### config.mk
export PLATFORM = sky130hd
export DESIGN_NAME = act_drain
export DESIGN_NICKNAME = d
export VERILOG_FILES = /design/src/rtl/dpu_pkg.sv /design/src/rtl/act_requant.sv /design/src/rtl/act_drain.sv
export SDC_FILE = /design/constraint.sdc
export NUM_CORES = 1
export LEC_CHECK = 0
export BUFFER_PORTS_ARGS = -buffer_cell sky130_fd_sc_hd__buf_4
export CAP_MARGIN = 30
export CORE_MARGIN = 10
export CORE_UTILIZATION = 40
export DETAILED_ROUTE_END_ITERATION = 8
export SYNTH_ARGS = -nofsm -noshare
export SYNTH_HDL_FRONTEND = slang
export SYNTH_SLANG_ARGS = --single-unit
### constraint.sdc
create_clock -name clk -period 6.65 [get_ports clk]
set_input_delay 1.33 -clock clk [delete_from_list [all_inputs] [get_ports clk]]
set_output_delay 1.33 -clock clk [all_outputs]
set_load 0.1 [all_outputs]
### src/rtl/dpu_pkg.sv
// dpu_pkg -- definitions shared by the activation drain path.
//   drain_state_e : act_drain controller states
//   INT8_MIN/MAX  : saturation bounds of the packed output bytes
//   SHIFT_W, BYTE_W, WORD_W, BYTES_PER_WORD : requant / packing geometry
package dpu_pkg;

  typedef enum logic [2:0] {
    ST_IDLE  = 3'd0,
    ST_FETCH = 3'd1,
    ST_ISSUE = 3'd2,
    ST_WAIT  = 3'd3,
    ST_PACK  = 3'd4,
    ST_EMIT  = 3'd5,
    ST_DONE  = 3'd6
  } drain_state_e;

  localparam int INT8_MIN       = -128;
  localparam int INT8_MAX       = 127;
  localparam int SHIFT_W        = 5;
  localparam int BYTE_W         = 8;
  localparam int WORD_W         = 32;
  localparam int BYTES_PER_WORD = 4;

endpackage

### src/rtl/act_requant.sv
// act_requant -- combinational round-half-up right shift with int8 saturation.
//   y     : signed DATA_W activation value
//   shift : right-shift amount (0 = pass through, then saturate)
//   q     : saturated int8 result (two's complement byte)
module act_requant
  import dpu_pkg::*;
#(
  parameter int DATA_W = 32
) (
  input  logic signed [DATA_W-1:0]  y,
  input  logic        [SHIFT_W-1:0] shift,
  output logic        [BYTE_W-1:0]  q
);

  // One guard bit so adding the rounding constant cannot overflow.
  logic signed [DATA_W:0] y_ext;
  logic signed [DATA_W:0] rnd;
  logic signed [DATA_W:0] shifted;

  always_comb begin
    y_ext = {y[DATA_W-1], y};
    rnd   = '0;
    if (shift != '0) begin
      rnd = (DATA_W+1)'(1) << (shift - SHIFT_W'(1));
    end
    shifted = (y_ext + rnd) >>> shift;
    if (shifted > (DATA_W+1)'(INT8_MAX)) begin
      q = BYTE_W'(INT8_MAX);
    end else if (shifted < (DATA_W+1)'(INT8_MIN)) begin
      q = BYTE_W'(INT8_MIN);
    end else begin
      q = shifted[BYTE_W-1:0];
    end
  end

endmodule

### src/rtl/act_drain.sv
// act_drain -- drains an accumulator stream through an external LeakyReLU
// unit, requantises each result to int8 and packs four bytes per output word.
//   clk, rst            : clock, synchronous active-high reset
//   start, len, cfg_shift : job start (IDLE only), element count, requant shift
//   in_valid/in_ready/in_data : accumulator input stream
//   relu_valid/relu_x/relu_y/relu_done : LeakyReLU request/response
//   out_valid/out_ready/out_data/out_last : packed int8 word stream
//   busy, done, err     : status (done pulses one cycle, err is sticky)
// Build option: define ACT_DRAIN_TIMEOUT_EN to abort a job whose LeakyReLU
// response takes longer than TMO_CYC cycles (sets err). Otherwise err is 0.
//
// state | meaning
// IDLE  | waiting for start
// FETCH | accepting one accumulator value
// ISSUE | one-cycle relu_valid request
// WAIT  | waiting for relu_done
// PACK  | requantise and place byte into the word
// EMIT  | presenting a word until out_ready
// DONE  | one-cycle done pulse
module act_drain
  import dpu_pkg::*;
#(
  parameter int DATA_W  = 32,
  parameter int LEN_W   = 16,
  parameter int TMO_CYC = 64
) (
  input  logic                     clk,
  input  logic                     rst,
  input  logic                     start,
  input  logic [LEN_W-1:0]         len,
  input  logic [SHIFT_W-1:0]       cfg_shift,
  input  logic                     in_valid,
  output logic                     in_ready,
  input  logic signed [DATA_W-1:0] in_data,
  output logic                     relu_valid,
  output logic [DATA_W-1:0]        relu_x,
  input  logic signed [DATA_W-1:0] relu_y,
  input  logic                     relu_done,
  output logic                     out_valid,
  output logic                     out_last,
  output logic [WORD_W-1:0]        out_data,
  input  logic                     out_ready,
  output logic                     busy,
  output logic                     done,
  output logic                     err
);

  drain_state_e state, state_nxt;

  logic [LEN_W-1:0]         rem_r;      // elements not yet packed
  logic [SHIFT_W-1:0]       shift_r;
  logic signed [DATA_W-1:0] x_r;
  logic signed [DATA_W-1:0] y_r;
  logic [WORD_W-1:0]        word_r;
  logic [1:0]               byte_idx;
  logic [BYTE_W-1:0]        q_byte;
  logic                     tmo_expired;

  act_requant #(.DATA_W(DATA_W)) u_requant (
    .y     (y_r),
    .shift (shift_r),
    .q     (q_byte)
  );

  always_ff @(posedge clk) begin
    if (rst) state <= ST_IDLE;
    else     state <= state_nxt;
  end

  always_comb begin
    state_nxt  = state;
    in_ready   = 1'b0;
    relu_valid = 1'b0;
    out_valid  = 1'b0;
    out_last   = 1'b0;
    busy       = 1'b1;
    done       = 1'b0;
    case (state)
      ST_IDLE: begin
        busy = 1'b0;
        if (start) state_nxt = (len == '0) ? ST_DONE : ST_FETCH;
      end
      ST_FETCH: begin
        in_ready = 1'b1;
        if (in_valid) state_nxt = ST_ISSUE;
      end
      ST_ISSUE: begin
        relu_valid = 1'b1;
        state_nxt  = ST_WAIT;
      end
      ST_WAIT: begin
        if (relu_done)        state_nxt = ST_PACK;
        else if (tmo_expired) state_nxt = ST_DONE;
      end
      ST_PACK: begin
        // rem_r still counts the element being packed here
        if (rem_r == LEN_W'(1) || byte_idx == 2'd3) state_nxt = ST_EMIT;
        else                                         state_nxt = ST_FETCH;
      end
      ST_EMIT: begin
        out_valid = 1'b1;
        out_last  = (rem_r == '0);
        if (out_ready) state_nxt = (rem_r == '0) ? ST_DONE : ST_FETCH;
      end
      ST_DONE: begin
        done      = 1'b1;
        state_nxt = ST_IDLE;
      end
      default: state_nxt = ST_IDLE;
    endcase
  end

  always_ff @(posedge clk) begin
    if (rst) begin
      rem_r    <= '0;
      shift_r  <= '0;
      x_r      <= '0;
      y_r      <= '0;
      word_r   <= '0;
      byte_idx <= '0;
    end else begin
      case (state)
        ST_IDLE: begin
          if (start) begin
            rem_r    <= len;
            shift_r  <= cfg_shift;
            word_r   <= '0;
            byte_idx <= '0;
          end
        end
        ST_FETCH: if (in_valid) x_r <= in_data;
        ST_WAIT:  if (relu_done) y_r <= relu_y;
        ST_PACK: begin
          word_r[BYTE_W*byte_idx +: BYTE_W] <= q_byte;
          byte_idx <= byte_idx + 2'd1;
          rem_r    <= rem_r - LEN_W'(1);
        end
        // Clearing after acceptance keeps unused bytes of a short final word 0.
        ST_EMIT: if (out_ready) word_r <= '0;
        default: ;
      endcase
    end
  end

  assign relu_x   = x_r;
  assign out_data = word_r;

`ifdef ACT_DRAIN_TIMEOUT_EN
  localparam int TMO_W = $clog2(TMO_CYC + 1);

  logic [TMO_W-1:0] tmo_r;
  logic             err_r;

  // Loaded while issuing; reaching zero with no response means WAIT has
  // already lasted TMO_CYC cycles.
  always_ff @(posedge clk) begin
    if (rst) begin
      tmo_r <= '0;
      err_r <= 1'b0;
    end else begin
      if (state == ST_ISSUE) tmo_r <= TMO_W'(TMO_CYC);
      else if (state == ST_WAIT && tmo_r != '0) tmo_r <= tmo_r - TMO_W'(1);
      if (state == ST_WAIT && !relu_done && tmo_expired) err_r <= 1'b1;
    end
  end

  assign tmo_expired = (tmo_r == '0);
  assign err         = err_r;
`else
  assign tmo_expired = 1'b0;
  assign err         = 1'b0;
`endif

endmodule
Word-level counts from Yosys, hierarchy flattened
Index checks and enable logic that the tools add are counted.
{"block": "totals", "reg_bits": 122, "inputBits": 91, "output_inout_bits": 71, "wordCells": 68}
{"block": "classes", "n_addsub": 5, "n_lt_le_gt_ge": 2, "eq_ne": 12, "n_shift": 4, "muxes": 25, "n_reduce_logical": 13}
{"operator": "$pmux 32 s3", "count": 1}
{"operator": "$mux 32", "count": 2}
{"operator": "$neg 5->34", "count": 1}
{"operator": "$shift 8x34->32 const A", "count": 1}
{"operator": "$shiftx 8x34->32", "count": 1}
{"operator": "$add 32x33->33", "count": 1}
{"operator": "$gt 33x8->1 const B", "count": 1}
{"operator": "$lt 33x8->1 const B", "count": 1}
{"operator": "$mux 33", "count": 1}
{"operator": "$shl 1x5->33 const A", "count": 1}
{"operator": "$sshr 33x5->33", "count": 1}
{"operator": "$bwmux 32", "count": 1}
{"operator": "$logic_not 16->1", "count": 2}
{"operator": "$pmux 16 s2", "count": 1}
{"operator": "$mux 3", "count": 7}
{"operator": "$pmux 3 s6", "count": 1}
{"operator": "$eq 16x1->1 const B", "count": 1}
{"operator": "$mux 16", "count": 1}
{"operator": "$mux 8", "count": 2}
{"operator": "$sub 16x1->16 const B", "count": 1}
{"operator": "$eq 3x3->1 const B", "count": 3}
{"operator": "$ne 2x2->1 const B", "count": 4}
{"operator": "$reduce_and 2->1", "count": 4}
{"operator": "$eq 3x2->1 const B", "count": 2}
{"operator": "other kinds (14)", "count": 19}

Longest topological paths before layout
Gate-level depths: netlist of the first run.
{"block": "logic_depth", "ltp_word": 11, "ltp_mapped": 25, "ltp_nobuf": 20}

Hierarchy
A second synthesis of the first run with hierarchy kept.
{"block": "unflattened", "hier_cells": 1332, "area_unflattened_um2": 9598.0}
{"module": "act_requant", "instances": 1, "cells_each": 747, "area_each_um2": 4803.4, "seq_area_each_um2": 0.0}
{"module": "act_drain", "instances": 1, "cells_each": 585, "area_each_um2": 4794.6, "seq_area_each_um2": 2442.3}

Least setup slack after synthesis of the first run
Ideal clock, no wire load.
{"block": "synth_path", "path_type": "reg-to-reg", "from": "reg shift_r[2]", "to": "reg word_r[16], in the netlist out_data[16]", "setup_ns": 0.122, "arrival_time_ns": 5.879, "required_ns": 6.528, "setup_slack_ns": 0.649, "path_stages_with_launch": 25, "n_path_buf": 7, "path_cell_list": "dfxtp_1 > clkbuf_1 > clkbuf_1 > buf_2 > buf_1 > clkbuf_1 > clkbuf_1 > nand3_1 > nor2_1 > ha_1 > clkbuf_1 > nand2_1 > o21ai_0 > or3_1 > or3_1 > o221ai_2 > nor2_2 > mux2_4 > a21oi_2 > nor2_1 > o22a_1 > or4b_1 > or4_4 > a32o_2 > a221o_1"}
{"block": "synth_between", "elab_chain_len": 11, "elab_cells_between_ends": 13, "cone_classes": "add/sub: 2; order compare: 2; shift: 3; mux: 5; reduce/logical: 1"}
{"element": "start: declaration", "line": "act_drain.sv:51", "text": "logic [SHIFT_W-1:0] shift_r;"}
{"element": "start signal: assignment", "line": "act_drain.sv:126", "text": "shift_r <= cfg_shift;"}
{"element": "$sub 5x1->5", "line": "act_requant.sv:24", "text": "rnd = (DATA_W+1)'(1) << (shift - SHIFT_W'(1));"}
{"element": "$shl 1x5->33", "line": "act_requant.sv:24"}
{"element": "$mux 33", "line": "act_requant.sv:23", "text": "if (shift != '0) begin"}
{"element": "$add 32x33->33", "line": "act_requant.sv:26", "text": "shifted = (y_ext + rnd) >>> shift;"}
{"element": "$sshr 33x5->33 (*)", "line": "act_requant.sv:26"}
{"element": "$lt 33x8->1", "line": "act_requant.sv:29", "text": "end else if (shifted < (DATA_W+1)'(INT8_MIN)) begin"}
{"element": "$mux 8", "line": "act_requant.sv:29"}
{"element": "$mux 8 (*)", "line": "act_requant.sv:27", "text": "if (shifted > (DATA_W+1)'(INT8_MAX)) begin"}
{"element": "$shiftx 8x34->32 (*)", "line": "act_drain.sv:134", "text": "word_r[BYTE_W*byte_idx +: BYTE_W] <= q_byte;"}
{"element": "$bwmux 32 (*)", "line": "act_drain.sv:134"}
{"element": "$pmux 32 s3 (*)", "line": "act_drain.sv:122", "text": "case (state)"}
{"element": "end signal: indexed assignment", "line": "act_drain.sv:134"}
{"element": "end: declaration", "line": "act_drain.sv:54", "text": "logic [WORD_W-1:0] word_r;"}
Mark *: on every way between the ends. The rest lies on a longest branch, timed or not.
A chain may end at the register's enable or synchronous reset.

Worst setup path after layout of the first run
{"block": "layout_path", "from": "reg shift_r[1]", "to": "reg word_r[17], in the netlist out_data[17]"}
The elaborated chain is that of the path after synthesis.

==> results.json, run 1 <==
{
  "outcome": "finished clean",
  "nFillCells": 2581,
  "tritoncts": "done",
  "rsz0062_at_grt": "false",
  "fp.dieArea_um2": 32000,
  "place_hpwl_mm": 29.0,
  "synth_most_common_cell": "nand2_1",
  "crit_path_start_kind": "flop",
  "synth_edf_count": 0,
  "cap_violations": 0,
  "dr.pass1.iters": 7,
  "final_hold_viol_count": 0,
  "relSlewSlack": 0.370,
  "end_kind": "flop",
  "synth_common_cells": "266 x nand2_1, 162 x a21oi_1, 153 x nor2_1",
  "cts_made_buffers": 17,
  "utilization": 0.490,
  "max_freq_mhz": 162,
  "layout.nets": 1686,
  "setup_ws_ns": 0.489,
  "cts-root-buf": "clkbuf_16",
  "crit_type": "flop to flop",
  "powerDensity_nw_per_um2": 197,
  "grt_pass1_vias": 11100,
  "fin_area_um2": 12300,
  "yosysTopAreaCellShare": 0.242,
  "clkSinkCount": 122,
  "placed_area_um2": 11700,
  "ant_nets": 0,
  "yosysSeqAreaShare": 0.242,
  "grt_usage": 0.234,
  "clk_latency_ns": 0.43,
  "finalWirelength_mm": 38.0,
  "cp.arrival_ns": 6.47,
  "cts_max_path_buffers": 2,
  "critPathMaxFanout": 9,
  "fin_setup_tns_ns": 0,
  "dp_slack_ns": 0.557,
  "io_buffers": 160,
  "setup_viol": 0,
  "core_area_um2": 25000,
  "antenna_found_initial": 0,
  "yosys_register_bits": 122,
  "routabilityCongestion": 0.995,
  "grt_pass1_wl_mm": 60.9,
  "worstMarginPinSlew_ns": 0.945,
  "maxSlewViolCount": 0,
  "synth_area_leaders": "dfxtp_1 24%, nand2_1 9.9%, a21oi_1 8.0%",
  "synth_ff_type": "dfxtp_1",
  "period_share": 0.926,
  "yosys.area.top_type": "dfxtp_1",
  "die_height_um": 179,
  "syn_inst": 1428,
  "hp-class": "flop to flop",
  "die_x_um": 179,
  "skew_ns": 0.0117,
  "grt_max_degree": 85,
  "ys_types": 101,
  "via_count": 11500,
  "num_rows": 58,
  "final_layout_size_suffix_gt1_frac": 0.183,
  "drc": 0,
  "ios": 162,
  "viasPerCell": 6.06,
  "worstPathRequired_ns": 6.96,
  "drt_iter0_drc": 1153,
  "vdd_drop_max_mv": 0.146,
  "syn_avg_cell_area_um2": 7.07,
  "synthToLayoutAreaGrowth_pct": 21.7,
  "finalPower_mw": 2.42,
  "htree_levels": 4,
  "yosysWarnings": 0,
  "synthArstFlopShare": 0,
  "leakage_nw": 4.94,
  "wl_per_cell_um": 20.0,
  "path_clk_slew_ns": 0.06,
  "overflow": 0,
  "num_antenna_cells": 0,
  "min_period_ns": 6.16,
  "synth_area_um2": 10100,
  "start_util": 0.403
}
==> cell type report <==
class,count,area [µm²],share of cell area
Multi-Input combinational cell,1181,7160,0.583
Sequential cell,122,2440,0.199
Timing Repair Buffer,201,1530,0.125
Clock buffer,18,439,0.0358
Tap cell,330,413,0.0336
Clock inverter,14,163,0.0132
Inverter,33,124,0.0101
==> layout by cell type, fill, tap and decap left out, types with 8 or more instances in the layout <==
master       n
a221o_1      9
nor2_1     151
a22oi_1      9
or3_1       13
and3_1      17
mux2i_1     28
o21a_1       8
nand2_1    266
a31oi_1     16
inv_1       31
xnor2_1     16
nand3_1     32
clkbuf_16   17
o211ai_1    42
o21ai_0     61
nand4_1     15
a21o_1      14
a21oi_1    161
a211oi_1    18
and2_1      11
ha_1        38
nor4_1      18
o21ai_1      9
nor3_1      37
dfxtp_1    122
buf_4      198
==> layer usage <==
metal	global-route usage	share of wire	vias up	wire length [µm]
li1	-	-	5538	-
met1	0.313	0.44	5405	16800
met2	0.359	0.45	507	17000
met3	0.0657	0.090	56	3410
met4	0.0699	0.022	0	852
met5	0	0	-	0
==> registers in the layout, indices dropped and copies added (netlist names) <==
register	flops
byte_idx	2
relu_x	32
state	3
rem_r	16
out_data	32
shift_r	5
y_r	32
==> path summary, 6_finish.rpt <==
kind / slack [ns] / cells after the start / endpoint / start
setup reg to reg: 0.49 / 20 / out_data[17] / shift_r[1]
hold reg to reg: 0.46 / 2 / relu_x[22] / relu_x[22]
setup / recovery: 0.49 / 20 / out_data[17] / shift_r[1]
hold / removal: 0.46 / 2 / relu_x[22] / relu_x[22]
==> where the power goes <==
| group | internal, mW | switching [mW] |
|---|---|---|
| clock network | 0.572 | 0.403 |
| logic | 0.207 | 0.447 |
| registers | 0.759 | 0.0305 |
| total | 1.54 | 0.880 |
==> critical path, stage by stage, from the launching register on <==
cell and delay (ns):
dfxtp_1 0.38, inv_1 0.27, nand2_1 0.36, nor3_1 0.26, ha_1 0.21, inv_1 0.05, fa_1 0.40, nand2b_1 0.18
a21oi_1 0.33, o211ai_1 0.34, o211ai_1 0.40, mux2i_1 0.27, a211oi_1 0.07, buf_4 0.18, a221oi_1 0.28, o211ai_1 0.23
o22a_1 0.29, or4b_1 0.47, or4_4 0.48, a32o_2 0.33, a221o_1 0.27
==> through the flow <==
step	hold slack (ns)	instances
after floorplan	0.441	1429
after global routing	0.473	1899
final	0.456	1899
after detailed placement	0.448	1867
after CTS	0.456	1899
after global placement	0.442	1864
==> cell families (layout without fill, tap and decap cells) <==
family / count (synthesis) / in the layout / share of synthesized area
simple gates: 608 / 608 / 0.274
compound gates: 467 / 467 / 0.315
buf+inv: 126 / 266 / 0.0496
flops: 122 / 122 / 0.242
mux: 42 / 42 / 0.0505
fa+ha+maj: 39 / 39 / 0.0491
xor+xnor: 23 / 23 / 0.0200
other cells: 1 / 2 / 0.000372
==> timing repair <==
| item | in CTS | in global routing |
|---|---|---|
| hold buffers | 0 | 0 |
| gates resized for setup | 0 | 2 |
| setup endpoints to repair | 0 | 23 |
| setup buffers | 0 | 0 |
Note: power is estimated with default switching activity, not from simulation.
==> run 2, diff against run 1 <==
--- a/config.mk
+++ b/config.mk
@@ -10,6 +10,7 @@
 export CORE_MARGIN = 10
 export CORE_UTILIZATION = 40
 export DETAILED_ROUTE_END_ITERATION = 8
+export PLACE_DENSITY = 0.59
 export SYNTH_ARGS = -nofsm -noshare
 export SYNTH_HDL_FRONTEND = slang
 export SYNTH_SLANG_ARGS = --single-unit
==> run 2 against run 1 <==
Against the previous run:
- final cell count shrank 0.26%
- routed wire length grew 0.72%
- clock power grew 6%
- count of clock-buffer cells in the layout grew 1
- critical path depth is the same
- utilization grew 0.11 points
- flip-flop and latch count is the same
- global-route usage grew 0.082 points
- largest cell class unchanged
- largest power group unchanged
==> results.json, run 2 (synthesized netlist as in run 1, its figures left out) <==
{
  "core_area_um2": 25000,
  "viasPerCell": 6.09,
  "holdPathStages": 2,
  "cts_max_path_buffers": 2,
  "maxSlewViolCount": 0,
  "cts-root-buf": "clkbuf_16",
  "outcome": "finished clean",
  "layout_commonest_cell": "nand2_1",
  "critPathMaxFanout": 13,
  "grt_usage": 0.235,
  "setup_viol": 0,
  "r2r_slack_ns": 0.27,
  "finalPower_mw": 2.48,
  "dr.pass1.iters": 7,
  "ant_nets": 0,
  "num_antenna_cells": 0,
  "die_height_um": 179,
  "die_x_um": 179,
  "final_layout_size_suffix_gt1_frac": 0.180,
  "layout.nets": 1681,
  "leakage_nw": 4.94,
  "min_period_ns": 6.38,
  "drt_iter0_drc": 1229,
  "via_count": 11500,
  "skew_ns": 0.0164,
  "fp.dieArea_um2": 32000,
  "period_share": 0.959,
  "end_kind": "flop",
  "rsz0062_at_grt": "false",
  "synthToLayoutAreaGrowth_pct": 21.9,
  "place_hpwl_mm": 29.2,
  "cap_violations": 0,
  "grt_max_degree": 86,
  "path_clk_slew_ns": 0.07,
  "worstPathRequired_ns": 6.96,
  "crit_path_start_kind": "flop",
  "start_util": 0.403,
  "hp-class": "flop to flop",
  "setup_ws_ns": 0.274,
  "hold_buffers": 0,
  "antenna_found_initial": 0,
  "post_cts_buffers": 0,
  "cts_made_buffers": 17,
  "powerDensity_nw_per_um2": 201,
  "finalWirelength_mm": 38.3,
  "cts_resized": 0,
  "grt_pass1_vias": 11000,
  "htree_levels": 4,
  "cp.arrival_ns": 6.68,
  "layout_common_cells": "266 x nand2_1, 192 x buf_4, 161 x a21oi_1",
  "clk_latency_ns": 0.43,
  "relSlewSlack": 0.243,
  "vdd_drop_max_mv": 0.175,
  "wl_per_cell_um": 20.2,
  "rr_worst_depth": 20,
  "overflow": 0,
  "dp_slack_ns": 0.489,
  "worstMarginPinSlew_ns": 1.12,
  "drc": 0,
  "ios": 162,
  "grt_pass1_wl_mm": 60.8,
  "clkSinkCount": 122,
  "io_buffers": 160,
  "routabilityCongestion": 0.982,
  "num_rows": 58,
  "crit_type": "flop to flop",
  "final_hold_viol_count": 0,
  "fin_setup_tns_ns": 0,
  "tritoncts": "done",
  "max_freq_mhz": 157
}
## run 2: cell type report
| class | count | area (µm²) |
|---|---|---|
| flip-flops and latches | 122 | 2440 |
| clock buffers | 19 | 433 |
| inverters | 33 | 124 |
| clock inverters | 13 | 191 |
| fillers | 2603 | 12700 |
| repair buffers | 196 | 1530 |
| multi-input cells | 1181 | 7170 |
| well taps | 330 | 413 |
## run 2: worst max-delay path, stage by stage (launching register included)
cell and delay, ns:
dfxtp_1 0.62, inv_2 0.06, nor2_1 0.30, nand2_1 0.23
buf_4 0.28, nor2_1 0.30, ha_1 0.40, nand2_1 0.15
nor2_1 0.10, a21oi_1 0.28, o21ai_0 0.21, nor4_1 0.67
nor3_1 0.21, mux2_2 0.34, and2_1 0.19, a2111oi_0 0.53
a211oi_1 0.14, nor4_1 0.27, nand4b_1 0.29, a32o_2 0.38
a221o_1 0.27
## run 2: path summary, 6_finish.rpt
path / start / to
setup / recovery: shift_r[3] / out_data[21]
hold / removal: relu_x[23] / relu_x[23]
hold reg to reg: relu_x[23] / relu_x[23]
setup reg to reg: shift_r[3] / out_data[21]
## run 2: layer usage
| metal | share of wire | vias up | global-route usage | wire length (µm) |
|---|---|---|---|---|
| met5 | 0 | - | 0 | 0 |
| met4 | 0.024 | 0 | 0.0713 | 937 |
| met3 | 0.085 | 80 | 0.0550 | 3250 |
| met2 | 0.45 | 515 | 0.360 | 17300 |
| met1 | 0.44 | 5407 | 0.320 | 16800 |
| li1 | - | 5523 | - | - |
## run 2: per-stage QoR
stage / hold slack (ns) / std cells / area (µm²) / util
final: 0.455 / 1894 / 12300 / 0.492
after global routing: 0.470 / 1894 / 12300 / 0.492
after CTS: 0.456 / 1894 / 12300 / 0.491
after detailed placement: 0.448 / 1862 / 11700 / 0.466
after global placement: 0.443 / 1858 / 11600 / 0.462
after floorplan: 0.441 / 1429 / 10100 / -
## run 2: where the power goes
part | leakage, nW | internal, mW | switching, mW | total [mW]
logic | 3.66 | 0.211 | 0.447 | 0.658
clock network | 0.295 | 0.632 | 0.397 | 1.03
registers | 0.989 | 0.759 | 0.0327 | 0.792
total | 4.94 | 1.60 | 0.877 | 2.48
